<file path="src/rtl/line_delay_ctrl.sv">
`timescale 1ns/1ps
// One-line pixel delay: writes each line into an external line FIFO and reads it back one line later.
// Output pair (cur, above) appears 2 cycles after s_de; one pixel per clock, no backpressure.
module line_delay_ctrl #(
   parameter int DATA_WIDTH = 16,
   parameter int LINE_WIDTH = 1920,
   parameter int CNT_WIDTH  = 11
) (
   input  logic                  clk,
   input  logic                  rst,
   input  logic                  s_sof,
   input  logic                  s_de,
   input  logic [DATA_WIDTH-1:0] s_data,
   output logic                  fifo_rst,
   output logic                  fifo_wr_en,
   output logic [DATA_WIDTH-1:0] fifo_wr_data,
   output logic                  fifo_rd_en,
   input  logic [DATA_WIDTH-1:0] fifo_rd_data,
   input  logic                  fifo_full,
   input  logic                  fifo_empty,
   output logic                  m_de,
   output logic [DATA_WIDTH-1:0] m_cur,
   output logic [DATA_WIDTH-1:0] m_prev,
   output logic                  m_prev_vld,
   output logic                  m_eol,
   output logic                  err_ovf,
   output logic                  err_udf
);

   typedef enum logic [1:0] {
      IDLE   = 2'd0,
      FLUSH  = 2'd1,
      FILL   = 2'd2,
      STREAM = 2'd3
   } state_t;

   localparam logic [CNT_WIDTH-1:0] COL_LAST = CNT_WIDTH'(LINE_WIDTH - 1);

   state_t                 state_q, state_d;
   logic [CNT_WIDTH-1:0]   col_q, col_d;
   logic                   active;
   logic                   accept;
   logic                   at_last;

   logic                   s1_de;
   logic                   s1_rd;
   logic                   s1_eol;
   logic [DATA_WIDTH-1:0]  s1_data;

   // s_sof wins over everything, so a pixel coincident with it is never taken.
   always_comb begin
      active  = (state_q == FILL) || (state_q == STREAM);
      accept  = s_de & active & ~s_sof;
      at_last = (col_q == COL_LAST);
   end

   always_comb begin
      state_d = state_q;
      col_d   = col_q;
      if (s_sof) begin
         state_d = FLUSH;
         col_d   = '0;
      end else begin
         case (state_q)
            IDLE: begin
               state_d = IDLE;
            end
            FLUSH: begin
               state_d = FILL;
               col_d   = '0;
            end
            FILL: begin
               if (s_de) begin
                  if (at_last) begin
                     col_d   = '0;
                     state_d = STREAM;
                  end else begin
                     col_d = col_q + CNT_WIDTH'(1);
                  end
               end
            end
            STREAM: begin
               if (s_de) begin
                  col_d = at_last ? '0 : col_q + CNT_WIDTH'(1);
               end
            end
            default: begin
               state_d = IDLE;
               col_d   = '0;
            end
         endcase
      end
   end

   assign fifo_wr_en   = accept & ~fifo_full;
   assign fifo_wr_data = s_data;
   assign fifo_rd_en   = accept & (state_q == STREAM) & ~fifo_empty;

   always_ff @(posedge clk or posedge rst) begin
      if (rst) begin
         state_q  <= IDLE;
         col_q    <= '0;
         fifo_rst <= 1'b0;
         err_ovf  <= 1'b0;
         err_udf  <= 1'b0;
      end else begin
         state_q  <= state_d;
         col_q    <= col_d;
         // Every s_sof lands in FLUSH next cycle, so the flush pulse is just s_sof delayed.
         fifo_rst <= s_sof;
         err_ovf  <= err_ovf | (accept & fifo_full);
         err_udf  <= err_udf | (accept & (state_q == STREAM) & fifo_empty);
      end
   end

   always_ff @(posedge clk or posedge rst) begin
      if (rst) begin
         s1_de      <= 1'b0;
         s1_rd      <= 1'b0;
         s1_eol     <= 1'b0;
         s1_data    <= '0;
         m_de       <= 1'b0;
         m_cur      <= '0;
         m_prev     <= '0;
         m_prev_vld <= 1'b0;
         m_eol      <= 1'b0;
      end else begin
         s1_de      <= accept;
         s1_rd      <= fifo_rd_en;
         s1_eol     <= accept & at_last;
         s1_data    <= s_data;
         // Read data arrives one cycle after fifo_rd_en, aligned with stage 1.
         m_de       <= s1_de;
         m_cur      <= s1_data;
         m_prev     <= s1_rd ? fifo_rd_data : '0;
         m_prev_vld <= s1_rd;
         m_eol      <= s1_eol;
      end
   end

endmodule

</file>
<file path="config.mk">
export PLATFORM = sky130hd
export DESIGN_NAME = line_delay_ctrl
export DESIGN_NICKNAME = d
export VERILOG_FILES = /design/src/rtl/line_delay_ctrl.sv
export SDC_FILE = /design/constraint.sdc
export NUM_CORES = 1
export LEC_CHECK = 0
export ABC_AREA = 1
export CORE_MARGIN = 2
export CORE_UTILIZATION = 32
export DETAILED_ROUTE_END_ITERATION = 12
export PLACE_DENSITY = 0.71
export SLEW_MARGIN = 5
export SYNTH_ARGS = -nofsm -noshare
export SYNTH_HDL_FRONTEND = slang
export SYNTH_SLANG_ARGS = --single-unit
export TNS_END_PERCENT = 100
</file>
<file path="constraint.sdc">
create_clock -name clk -period 3.96 [get_ports clk]
set_input_delay 0.594 -clock clk [delete_from_list [all_inputs] [get_ports clk]]
set_output_delay 0.594 -clock clk [all_outputs]
set_load 0.02 [all_outputs]
</file>
=== Word-level counts from Yosys, hierarchy flattened ===
Cells that the tools add are included.

* Multiplexer cells: 9
* Eq/ne operators: 7
* Add/subtract/negate cells: 1
* Bitwise logic cells: 13
* Reduce and logical (&&, ||, !) cells: 7

{| class="wikitable"
|+ Operator list
! operator !! number
|-
| two-way mux 11 bit || 3
|-
| one-hot mux 11 bit (2 select lines) || 1
|-
| two-way mux 16 bit || 1
|-
| adder 11 x 1 -> 11 bit (second input constant) || 1
|-
| equality test 11 bit (second input constant) || 1
|-
| AND 1 bit || 8
|-
| two-way mux 2 bit || 3
|-
| inequality test 3 bit (second input constant) || 2
|-
| one-hot mux 2 bit (3 select lines) || 1
|-
| equality test 2 bit (second input constant) || 2
|-
| nonzero test 4 bit || 1
|-
| inequality test 3 x 1 -> 1 bit (second input constant) || 1
|-
| inverter 1 bit || 3
|-
| AND reduction 3 bit || 1
|-
| nonzero test 3 bit || 1
|-
| equality test 2 x 1 -> 1 bit (second input constant) || 1
|-
| logical NOT 2 bit || 1
|-
| OR 1 bit || 2
|-
| AND reduction 2 bit || 1
|-
| OR reduction 2 bit || 1
|-
| logical OR 1 bit || 1
|}

* Word-level logic and storage cells: 51
* Input port bits: 38
* Output and inout port bits: 56
* Register bits after elaboration: 70

=== Depth between registers and ports, before layout ===
Gate-level depths: netlist of the first run.

* Word-level depth: 7
* Gate-level depth with buffers: 10
* Gate-level depth less buffers: 10

=== Least setup slack after synthesis of the first run ===
No wires, ideal clock.

* Path kind: register -> output
* Start point: register state_q[0]
* End point: output fifo_rd_en
* Setup slack: 1.998 ns
* Cell stages (with the launch flop): 9
* Data arrival time: 1.368 ns
* Cell sequence: dfrtp_1 inv_1 ha_1 nor2_2 inv_2 nand2_2 nor2_1 nand2_1 nor2_1

* Cells in the longest elaborated chain, start to end: 6

{| class="wikitable"
|+ Ends and longest elaborated chain
! element !! line !! RTL
|-
| start: declaration || 39 || <nowiki>state_t state_q, state_d;</nowiki>
|-
| start signal: assignment || 107 || <nowiki>state_q <= state_d;</nowiki>
|-
| equality test 2 bit || 52 || <nowiki>active = (state_q == FILL) || (state_q == STREAM);</nowiki>
|-
| logical OR 1 bit (*) || 52 ||
|-
| AND 1 bit (*) (2 in series) || 53 || <nowiki>accept = s_de & active & ~s_sof;</nowiki>
|-
| named net accept || 42 || <nowiki>logic accept;</nowiki>
|-
| AND 1 bit (*) (2 in series) || 97 || <nowiki>assign fifo_rd_en = accept & (state_q == STREAM) & ~fifo_empty;</nowiki>
|-
| end: declaration || 17 || <nowiki>output logic fifo_rd_en,</nowiki>
|}

Mark *: on every way through the listed nets, which the timed path passes. The rest lies on a longest branch.

=== Final worst setup path of the first run ===
Ends and elaborated chain as after synthesis.

==> impl_metrics.ini, run 1 <==
[run_status]
status = completed

[logic_synthesis]
synth_area_per_cell_um2 = 10.57
synth-xor-area-share_pct = 0.3369
synth_cells = 246
synth-simple-area-share_pct = 17.42
synth_top_area_share_pct = 67.37
synth.lib_cells_used.distinct = 19
synth_area_leaders = dfrtp_1 (67%), nand2_1 (8.2%), inv_1 (4.8%)
yosysTopAreaCell = dfrtp_1
yosysWarningCount = 0
synth_mux_area_share_pct = 0
synth_fa_ha_area_share_pct = 2.406
synth_compound_area_share_pct = 2.502
synthesis.nets = 289
synth_seq_area_share_pct = 67.37
synth_top_family_by_area = simple AND/OR/NAND/NOR gates
ys_seq_elements = 70
syn_area_um2 = 2600

[worst_setup_path]
crit_start = state_q[0]
cp-end-kind = output port
cp.arrival_ns = 2.29
worst-endpoint-required_ns = 3.37
critPathLaunchType = register
r2r_start = state_q[0]
path_max_fanout = 4
worstSetupPathType = reg2out

[finish]
stdcell_count = 440
syn2layout_area_growth_pct = 45.48
final_nets = 376
final_common_cell = clkdlybuf4s50_1
drive_above_1_share_pct = 9.763
num_antenna_cells = 0
final_cell_mix = clkdlybuf4s50_1 (93), dfrtp_1 (70), nand2_1 (57)
finalInstanceArea_um2 = 3782
fillers = 748

[die]
die_area_um2 = 8862
die_w_um = 94.14
rows = 32
dieHeight_um = 94.14
core_area_um2 = 7807
initial_core_util_pct = 33.30
io-pin-count = 94

[routing]
wl_per_cell_um = 11.30
first_iter_violations = 49
viasPerCell = 4.084
ant_nets = 0
vias = 1797
first_pass_iters = 4
routed_wl_um = 4974
route.detailed.drc = 0

[timing]
tightest_slew_ns = 0.8281
worst_slack_ns = 1.074
rsz0062_at_grt = no
finalClockSkew_ns = 0.009259
slew_headroom_pct = 44.79
setup_violations = 0
max_freq_mhz = 346.5
min_period_over_period_pct = 72.87
hold_viol_final = 0
final_max_slew_viol_count = 0
fin_setup_tns_ns = 0
min_period_ns = 2.886

[power_and_ir_drop]
clkPwrFrac_pct = 37.5
totalPowerFinal_mw = 1.824
swShare_pct = 27.09
seqPwrFrac_pct = 43.1
p_int_mw = 1.330
power.density_nw_per_um2 = 482.3
pwr-share-comb_pct = 19.4
ir_drop_mv = 0.2428
p_sw_uw = 494.2
p_leak_nw = 1.815

[min_path]
hold_start = s1_data[6]
hold_class = reg2reg

[clock_tree]
cts_buffer_depth = 2
cts.sinks = 70
clockRootBuffer = clkbuf_8
cts_hold_buf = 0
postCtsSetupBuffers = 0
cts_tree = yes
insertion_delay_ns = 0.34
post_cts_resized = 0
h-tree-depth = 3
cts_buffers = 9
clk_pin_slew_worst_paths_ns = 0.08

[global_routing]
grt_max_degree = 71
grt_use_total_pct = 12.14
antenna_found_initial = 0
grt_pass1_wl_um = 8183
overflow = 0
grt_pass1_vias = 1815

[placement]
dp_hpwl_um = 3690
post-place-ws_ns = 1.080
gp_congestion = 0.8696
port_buffers = 93
place_area_um2 = 3538
place_inst = 424

[job]
max_cap_violations = 0
-- stage by stage --
| stage | hold WS (ns) | utilization [%] |
|---|---|---|
| 3_5_place_dp | 0.3347 | 45.32 |
| 5_1_grt | 0.3503 | 48.45 |
| 3_3_place_gp | 0.3317 | 45.32 |
| 4_1_cts | 0.3505 | 48.45 |
| 2_1_floorplan | 0.3312 | - |
| 6_report | 0.3470 | 48.45 |
-- logic make-up after synthesis --
group	after synthesis
adders and majority gates	5
AOI/OAI and AO/OA	11
and+or+nand+nor	106
xor gates and xnor gates	1
DFF	70
buffers and inverters	53
-- sequential cells by signal, indices dropped and copies added, names as in the netlist, 2 cells and up --
signal	cells
state_q	2
m_prev	16
col_q	11
m_cur	16
s1_data	16
-- power groups by stage --
stage	clock network [mW]	registers (mW)	logic (mW)
finish	0.684	0.787	0.354
global route	0.750	0.792	0.398
CTS	0.713	0.787	0.359
detailed placement	0	0.801	0.357
global placement	0	0.798	0.348
floorplan	0	0.821	0.200
-- per-layer routing --
| layer | up-vias | part of all wire, % | track usage, % |
|---|---|---|---|
| li1 | 898 | - | - |
| met5 | - | 0 | 0 |
| met1 | 836 | 40 | 13.48 |
| met3 | 9 | 5.7 | 3.451 |
| met2 | 54 | 52 | 20.60 |
| met4 | 0 | 1.7 | 7.246 |
-- final timing paths --
kind | depth (start not counted) | slack (ns) | to
min in group asynchronous | 3 | 0.84 | m_cur[6]
setup / recovery | 9 | 1.07 | fifo_rd_en
max in group asynchronous | 3 | 2.60 | col_q[9]
hold / removal | 0 | 0.35 | m_cur[6]
hold reg to reg | 0 | 0.35 | m_cur[6]
setup reg to reg | 8 | 2.36 | col_q[4]
-- worst max-delay path: stages (launching register included) --
cell             delay, ns
dfrtp_1               0.42
inv_1                 0.09
ha_1                  0.21
nor2_2                0.08
inv_2                 0.07
nand2_2               0.06
nor2_1                0.19
nand2_1               0.08
nor2_1                0.13
clkdlybuf4s50_1       0.62
-- synth_stat cells --
library cell,count
ha_1,5
a21oi_1,2
nand4_1,1
nand3_2,1
nor2_1,26
inv_2,2
nand2_2,5
a31o_2,2
buf_4,16
a21boi_0,1
nand2_1,57
xor2_1,1
clkbuf_1,2
inv_1,33
nor2_2,5
dfrtp_1,70
nand3b_1,3
o21ai_0,6
nand3_1,8
-- cell type report --
type | count | area [um2] | share of cell area (%)
Multi-Input combinational cell | 123 | 589.3 | 15.58
Clock buffer | 9 | 123.9 | 3.275
Tap cell | 102 | 127.6 | 3.374
Inverter | 35 | 131.4 | 3.473
Timing Repair Buffer | 94 | 938.4 | 24.81
Clock inverter | 7 | 120.1 | 3.176
Sequential cell | 70 | 1752 | 46.31
Power figures use the tool's default switching activity.
==> run 2: changes to the inputs <==
==> constraint.sdc (replaced) <==
create_clock -name clk -period 2.9 [get_ports clk]
set_input_delay 0.435 -clock clk [delete_from_list [all_inputs] [get_ports clk]]
set_output_delay 0.435 -clock clk [all_outputs]
set_load 0.02 [all_outputs]
==> run 2 against run 1 <==
Compared with the run above:
- die area did not move
- setup slack worse by 0.89 ns
- clock power is 24% higher
- final area down 0.30%
- sequential share of layout area grew 0.14 points
- first-iteration DRC count down 16%
==> impl_metrics.ini, run 2 (same netlist as run 1, synthesis figures left out) <==
[run_status]
status = completed

[die]
die_area_um2 = 8862
die_w_um = 94.14
initial_core_util_pct = 33.30
core_area_um2 = 7807
io-pin-count = 94
rows = 32
dieHeight_um = 94.14

[routing]
viasPerCell = 4.134
first_pass_iters = 4
vias = 1819
wl_per_cell_um = 11.55
first_iter_violations = 41
routed_wl_um = 5083
ant_nets = 0
route.detailed.drc = 0

[worst_setup_path]
r2r_end = col_q[3]
worstPathCellList = inv_1 > ha_1 > nor2_2 > inv_2 > nand2_2 > nor2_1 > nand2_1 > nor2_1 > clkdlybuf4s50_1
cp.arrival_ns = 2.28
cpMaxStageDelayCell = clkdlybuf4s50_1
worst-endpoint-required_ns = 2.47
path_max_fanout = 4
path_common_cell = nor2_1
worstSetupPathType = reg2out
cpPeakStageDelay_ns = 0.62
rr_worst_depth = 9
critPathLaunchType = register
cp-end-kind = output port
crit_buf_inv = 3
r2r_start = state_q[0]
rrSetupSlack_ns = 1.29
crit_family = buffers and inverters

[global_routing]
grtUsageMet1_pct = 13.41
top_usage_layer = met2
met2_usage_pct = 21.37
overflow = 0
grt_use_total_pct = 12.04
met3_usage_pct = 3.451
grt_pass1_vias = 1850
grt_pass1_wl_um = 8273
grt_max_degree = 43
antenna_found_initial = 0

[timing]
rsz0062_at_grt = no
max_freq_mhz = 368.3
worst_slack_ns = 0.1850
hold_viol_final = 0
final_max_slew_viol_count = 0
min_period_ns = 2.715
slew_headroom_pct = 58.91
fin_setup_tns_ns = 0
min_period_over_period_pct = 93.62
setup_violations = 0
tightest_slew_ns = 0.6154
finalClockSkew_ns = 0.01442

[power_and_ir_drop]
p_leak_nw = 1.813
ir_drop_mv = 0.2724
power.density_nw_per_um2 = 639.8

[finish]
fillers = 747
final_util_pct = 48.30
drive_above_1_share_pct = 9.763
top_regs = m_cur: 16 flops, m_prev: 16 flops, s1_data: 16 flops
finalInstanceArea_um2 = 3771
final_common_cell = clkdlybuf4s50_1
syn2layout_area_growth_pct = 45.04
num_antenna_cells = 0
final_cell_mix = clkdlybuf4s50_1 (93), dfrtp_1 (70), nand2_1 (57)
final_nets = 376
stdcell_count = 440

[clock_tree]
cts.sinks = 70
insertion_delay_ns = 0.33
cts_buffer_depth = 2
cts_hold_buf = 0
cts_buffers = 9
clk_pin_slew_worst_paths_ns = 0.09
postCtsSetupBuffers = 0
clockRootBuffer = clkbuf_8
h-tree-depth = 3
post_cts_resized = 0
cts_tree = yes

[min_path]
hold_class = reg2reg
hold_end = m_cur[5]
hold_start = s1_data[5]
holdPathStages = 0

[placement]
dp_hpwl_um = 3788
port_buffers = 93
place_inst = 424
place_area_um2 = 3551
gp_congestion = 0.8660
post-place-ws_ns = 0.3602

[job]
max_cap_violations = 0
-- run 2: layout make-up --
type	instances	area (um2)	area share, %
inverters	35	131.4	3.484
clock buffers	9	123.9	3.285
flip-flops and latches	70	1752	46.45
repair buffers	94	950.9	25.22
multi-input cells	123	589.3	15.63
well taps	102	127.6	3.384
clock inverters	7	96.34	2.555
-- run 2: power by group --
| group | switching [mW] | total [mW] | leakage [nW] | internal [mW] |
|---|---|---|---|---|
| clock | 0.362 | 0.850 | 0.114 | 0.487 |
| sequential | 0.0365 | 1.07 | 0.892 | 1.04 |
| combinational | 0.283 | 0.490 | 0.807 | 0.206 |
-- run 2: through the flow --
step           power [mW]  hold WS [ns]
5_1_grt             2.544        0.3600
4_1_cts             2.452        0.3496
6_report            2.413        0.3458
3_5_place_dp        1.587        0.3347
2_1_floorplan       1.394        0.3312
3_3_place_gp        1.568        0.3320
-- run 2: worst max path at each step --
| stage | depth (start not counted) | slack (ns) | end | startpoint |
|---|---|---|---|---|
| 5_1_grt | 9 | 0.01 | fifo_rd_en | state_q[0] |
| 4_1_cts | 9 | 0.16 | fifo_rd_en | state_q[0] |
| 6_report | 9 | 0.19 | fifo_rd_en | state_q[0] |
| 3_3_place_gp | 6 | 0.39 | fifo_rd_en | s_de |
| 2_1_floorplan | 1 | 0.70 | col_q[0] | rst |
| 3_5_place_dp | 6 | 0.36 | fifo_rd_en | s_de |
-- run 2: routing by layer --
| layer | wire (um) | share of wire (%) | vias up |
|---|---|---|---|
| li1 | - | - | 897 |
| met1 | 2081 | 41 | 862 |
| met2 | 2630 | 52 | 55 |
| met3 | 337 | 6.6 | 5 |
| met4 | 34 | 0.67 | 0 |
| met5 | 0 | 0 | - |
==> run 3: changes to the inputs <==
--- a/config.mk
+++ b/config.mk
@@ -5,11 +5,12 @@
 export SDC_FILE = /design/constraint.sdc
 export NUM_CORES = 1
 export LEC_CHECK = 0
-export ABC_AREA = 1
+export CAP_MARGIN = 15
 export CORE_MARGIN = 2
 export CORE_UTILIZATION = 32
 export DETAILED_ROUTE_END_ITERATION = 12
 export PLACE_DENSITY = 0.71
+export SETUP_SLACK_MARGIN = 0.5
 export SLEW_MARGIN = 5
 export SYNTH_ARGS = -nofsm -noshare
 export SYNTH_HDL_FRONTEND = slang
==> run 3 against run 2 <==
Compared with the run above:
- critical path depth down 2
- utilization up 0.31 points
- critical endpoint is now fifo_wr_en
- clock power rose by 2.9%
- final area shrank 0.40%
- global-route usage up 0.11 points
- critical path type unchanged
- combinational power shrank 11%
- wire length fell by 3.4%
- largest cell class unchanged
==> impl_metrics.ini, run 3 <==
[run_status]
status = completed

[finish]
final_cell_mix = clkdlybuf4s50_1 (91), dfrtp_1 (69), and2_1 (16)
fillers = 671
final_nets = 318
final_common_cell = clkdlybuf4s50_1
seqCellArea_um2 = 1753
num_antenna_cells = 0
syn2layout_area_growth_pct = 47.45
drive_above_1_share_pct = 13.57
top_regs = m_cur: 16 flops, m_prev: 16 flops, s1_data: 16 flops
multi_input_area_um2 = 664.4

[worst_setup_path]
r2r_end = col_q[5]
critPathLaunchType = register
setup.worst_path.end = fifo_wr_en
cpMaxStageDelayCell = dfrtp_2
path_max_fanout = 6
cpPeakStageDelay_ns = 0.45
rr_worst_depth = 7
worstSetupPathType = reg2out
crit_start = state_q[0]
worst-endpoint-required_ns = 2.47
crit_buf_inv = 2
cp-end-kind = output port
rrSetupSlack_ns = 0.81
path_depth = 7
crit_family = flip-flops
path_common_cell = nor2_1
worstPathCellList = inv_2 > ha_4 > nor2_1 > nor2_2 > nand2_1 > nor2_1 > dlygate4sd2_1
r2r_start = state_q[1]
cp.arrival_ns = 1.81

[die]
dieHeight_um = 93.23
core_area_um2 = 7727
initial_core_util_pct = 32.97
rows = 32
die_w_um = 93.23
io-pin-count = 94
die_area_um2 = 8691

[logic_synthesis]
yosysTopAreaCell = dfrtp_1
synth_cells = 186
ys_seq_elements = 70
synth_area_leaders = dfrtp_1 (69%), buf_4 (5.0%), and2_1 (3.9%)
ys_top_cells_by_count = dfrtp_1 (70), buf_4 (17), and2_1 (16)
synthesis.nets = 229
yosysMostFrequentCell = dfrtp_1
synth.lib_cells_used.distinct = 35
synth_seq_area_share_pct = 68.76
async_reset_ff_share_pct = 100.0
yosysWarningCount = 0
synth_area_per_cell_um2 = 13.70
synth-main-ff-cell = dfrtp_1
syn_area_um2 = 2547
synth_edf_count = 0
synth_top_area_share_pct = 68.76

[routing]
wl_per_cell_um = 12.85
first_iter_violations = 59
routed_wl_um = 4908
vias = 1655
ant_nets = 0
viasPerCell = 4.332
first_pass_iters = 4
route.detailed.drc = 0

[clock_tree]
h-tree-depth = 3
clockRootBuffer = clkbuf_8
insertion_delay_ns = 0.34
cts_tree = yes
cts_hold_buf = 0
cts_buffer_depth = 2
cts.sinks = 70
clk_pin_slew_worst_paths_ns = 0.08
cts_buffers = 9

[power_and_ir_drop]
ir_drop_mv = 0.3103
pwr-share-comb_pct = 18.2
p_sw_uw = 643.2
p_int_mw = 1.756
seqPwrFrac_pct = 45.3
clkPwrFrac_pct = 36.5
p_leak_nw = 1.633
swShare_pct = 26.81
power.density_nw_per_um2 = 638.7

[timing]
slew_headroom_pct = 55.12
finalClockSkew_ns = 0.007620
tightest_slew_ns = 0.6722
hold_viol_final = 0
fin_setup_tns_ns = 0
setup_violations = 0
min_period_over_period_pct = 77.25
max_freq_mhz = 446.4
min_period_ns = 2.240
final_max_slew_viol_count = 0
rsz0062_at_grt = no
fin_hold_ws_ns = 0.3501

[global_routing]
antenna_found_initial = 0
overflow = 0
grt_pass1_wl_um = 8086
grt_pass1_vias = 1754
grt_max_degree = 41
grt_use_total_pct = 12.15

[placement]
dp_hpwl_um = 3513
gp_congestion = 0.7748
port_buffers = 93

[min_path]
hold_class = reg2reg

[job]
max_cap_violations = 0
## run 3: changes by cell type after synthesis, sizes merged, moves of 3 or more
cell    change
inv        -30
nor2       -16
o31ai       +5
or4         +4
a21oi       +5
nand3       -8
nand3b      -3
and2       +16
nand2      -53
## run 3: through the flow
stage / setup slack, ns / utilization, % / std cells / total power [mW] / area (um2)
global placement: 0.4083 / 45.27 / 365 / 1.507 / 3498
detailed placement: 0.3797 / 45.27 / 365 / 1.522 / 3498
floorplan: 0.6968 / - / 186 / 1.348 / 2547
finish: 0.6597 / 48.61 / 382 / 2.399 / 3756
global route: 0.5150 / 48.61 / 382 / 2.542 / 3756
CTS: 0.5659 / 48.30 / 381 / 2.419 / 3732
## run 3: kinds of logic (layout without fill, tap and decap cells)
family          count (synthesis)  after routing  synth area share [%]
flops                          70             70                 68.76
simple gates                   59             59                 14.19
buf+inv                        24            118                 6.336
compound gates                 23             23                 6.435
fa+ha+maj                       5              5                 2.456
xor+xnor                        3              3                 1.032
mux                             2              2                0.7859
## run 3: power by group through the flow
| stage | logic, mW | registers (mW) | clock network (mW) |
|---|---|---|---|
| 3_5_place_dp | 0.422 | 1.10 | 0 |
| 2_1_floorplan | 0.223 | 1.13 | 0 |
| 4_1_cts | 0.432 | 1.08 | 0.904 |
| 6_report | 0.437 | 1.09 | 0.875 |
| 3_3_place_gp | 0.412 | 1.10 | 0 |
| 5_1_grt | 0.476 | 1.10 | 0.969 |
## run 3: worst register-to-register path, delay by kind of cell (launching register included)
family / cells / cell delay [ns]
buffers and inverters: 2 / 0.32
AND/OR/NAND/NOR: 3 / 0.92
adder cells (fa/ha/maj): 1 / 0.19
AO/OA/AOI/OAI: 1 / 0.15
flip-flops: 1 / 0.45
## run 3: timing repair
| action | 4_1_cts | 5_1_grt |
|---|---|---|
| setup endpoints to repair | 2 | 2 |
| resized for setup | 9 | 6 |
| endpoints found under the hold margin | 0 | 0 |
| setup buffers | 0 | 1 |
| pin swaps | 0 | 1 |
## run 3: layer usage
| layer | track usage (%) | wire length [um] |
|---|---|---|
| met1 | 14.06 | 2003 |
| met2 | 20.50 | 2536 |
| met3 | 4.593 | 304 |
| met4 | 4.412 | 63 |
| met5 | 0 | 0 |
## run 3: cell type report
class | instances | area share [%]
timing repair buffer | 97 | 25.82
sequential | 70 | 46.67
clock inverter | 5 | 2.165
clock buffer | 11 | 3.764
multi-input combinational | 92 | 17.69
tap | 102 | 3.398
inverter | 5 | 0.4997
## run 3: how the worst min path moves through the flow
stage                     startpoint       end  slack [ns]  depth (start not counted)
final                          s1_de      m_de        0.35                          0
after global routing           s1_de      m_de        0.35                          0
after CTS                      s1_de      m_de        0.35                          0
after detailed placement  s1_data[0]  m_cur[0]        0.34                          0
after global placement    s1_data[1]  m_cur[1]        0.33                          0
after floorplan           s1_data[0]  m_cur[0]        0.33                          0
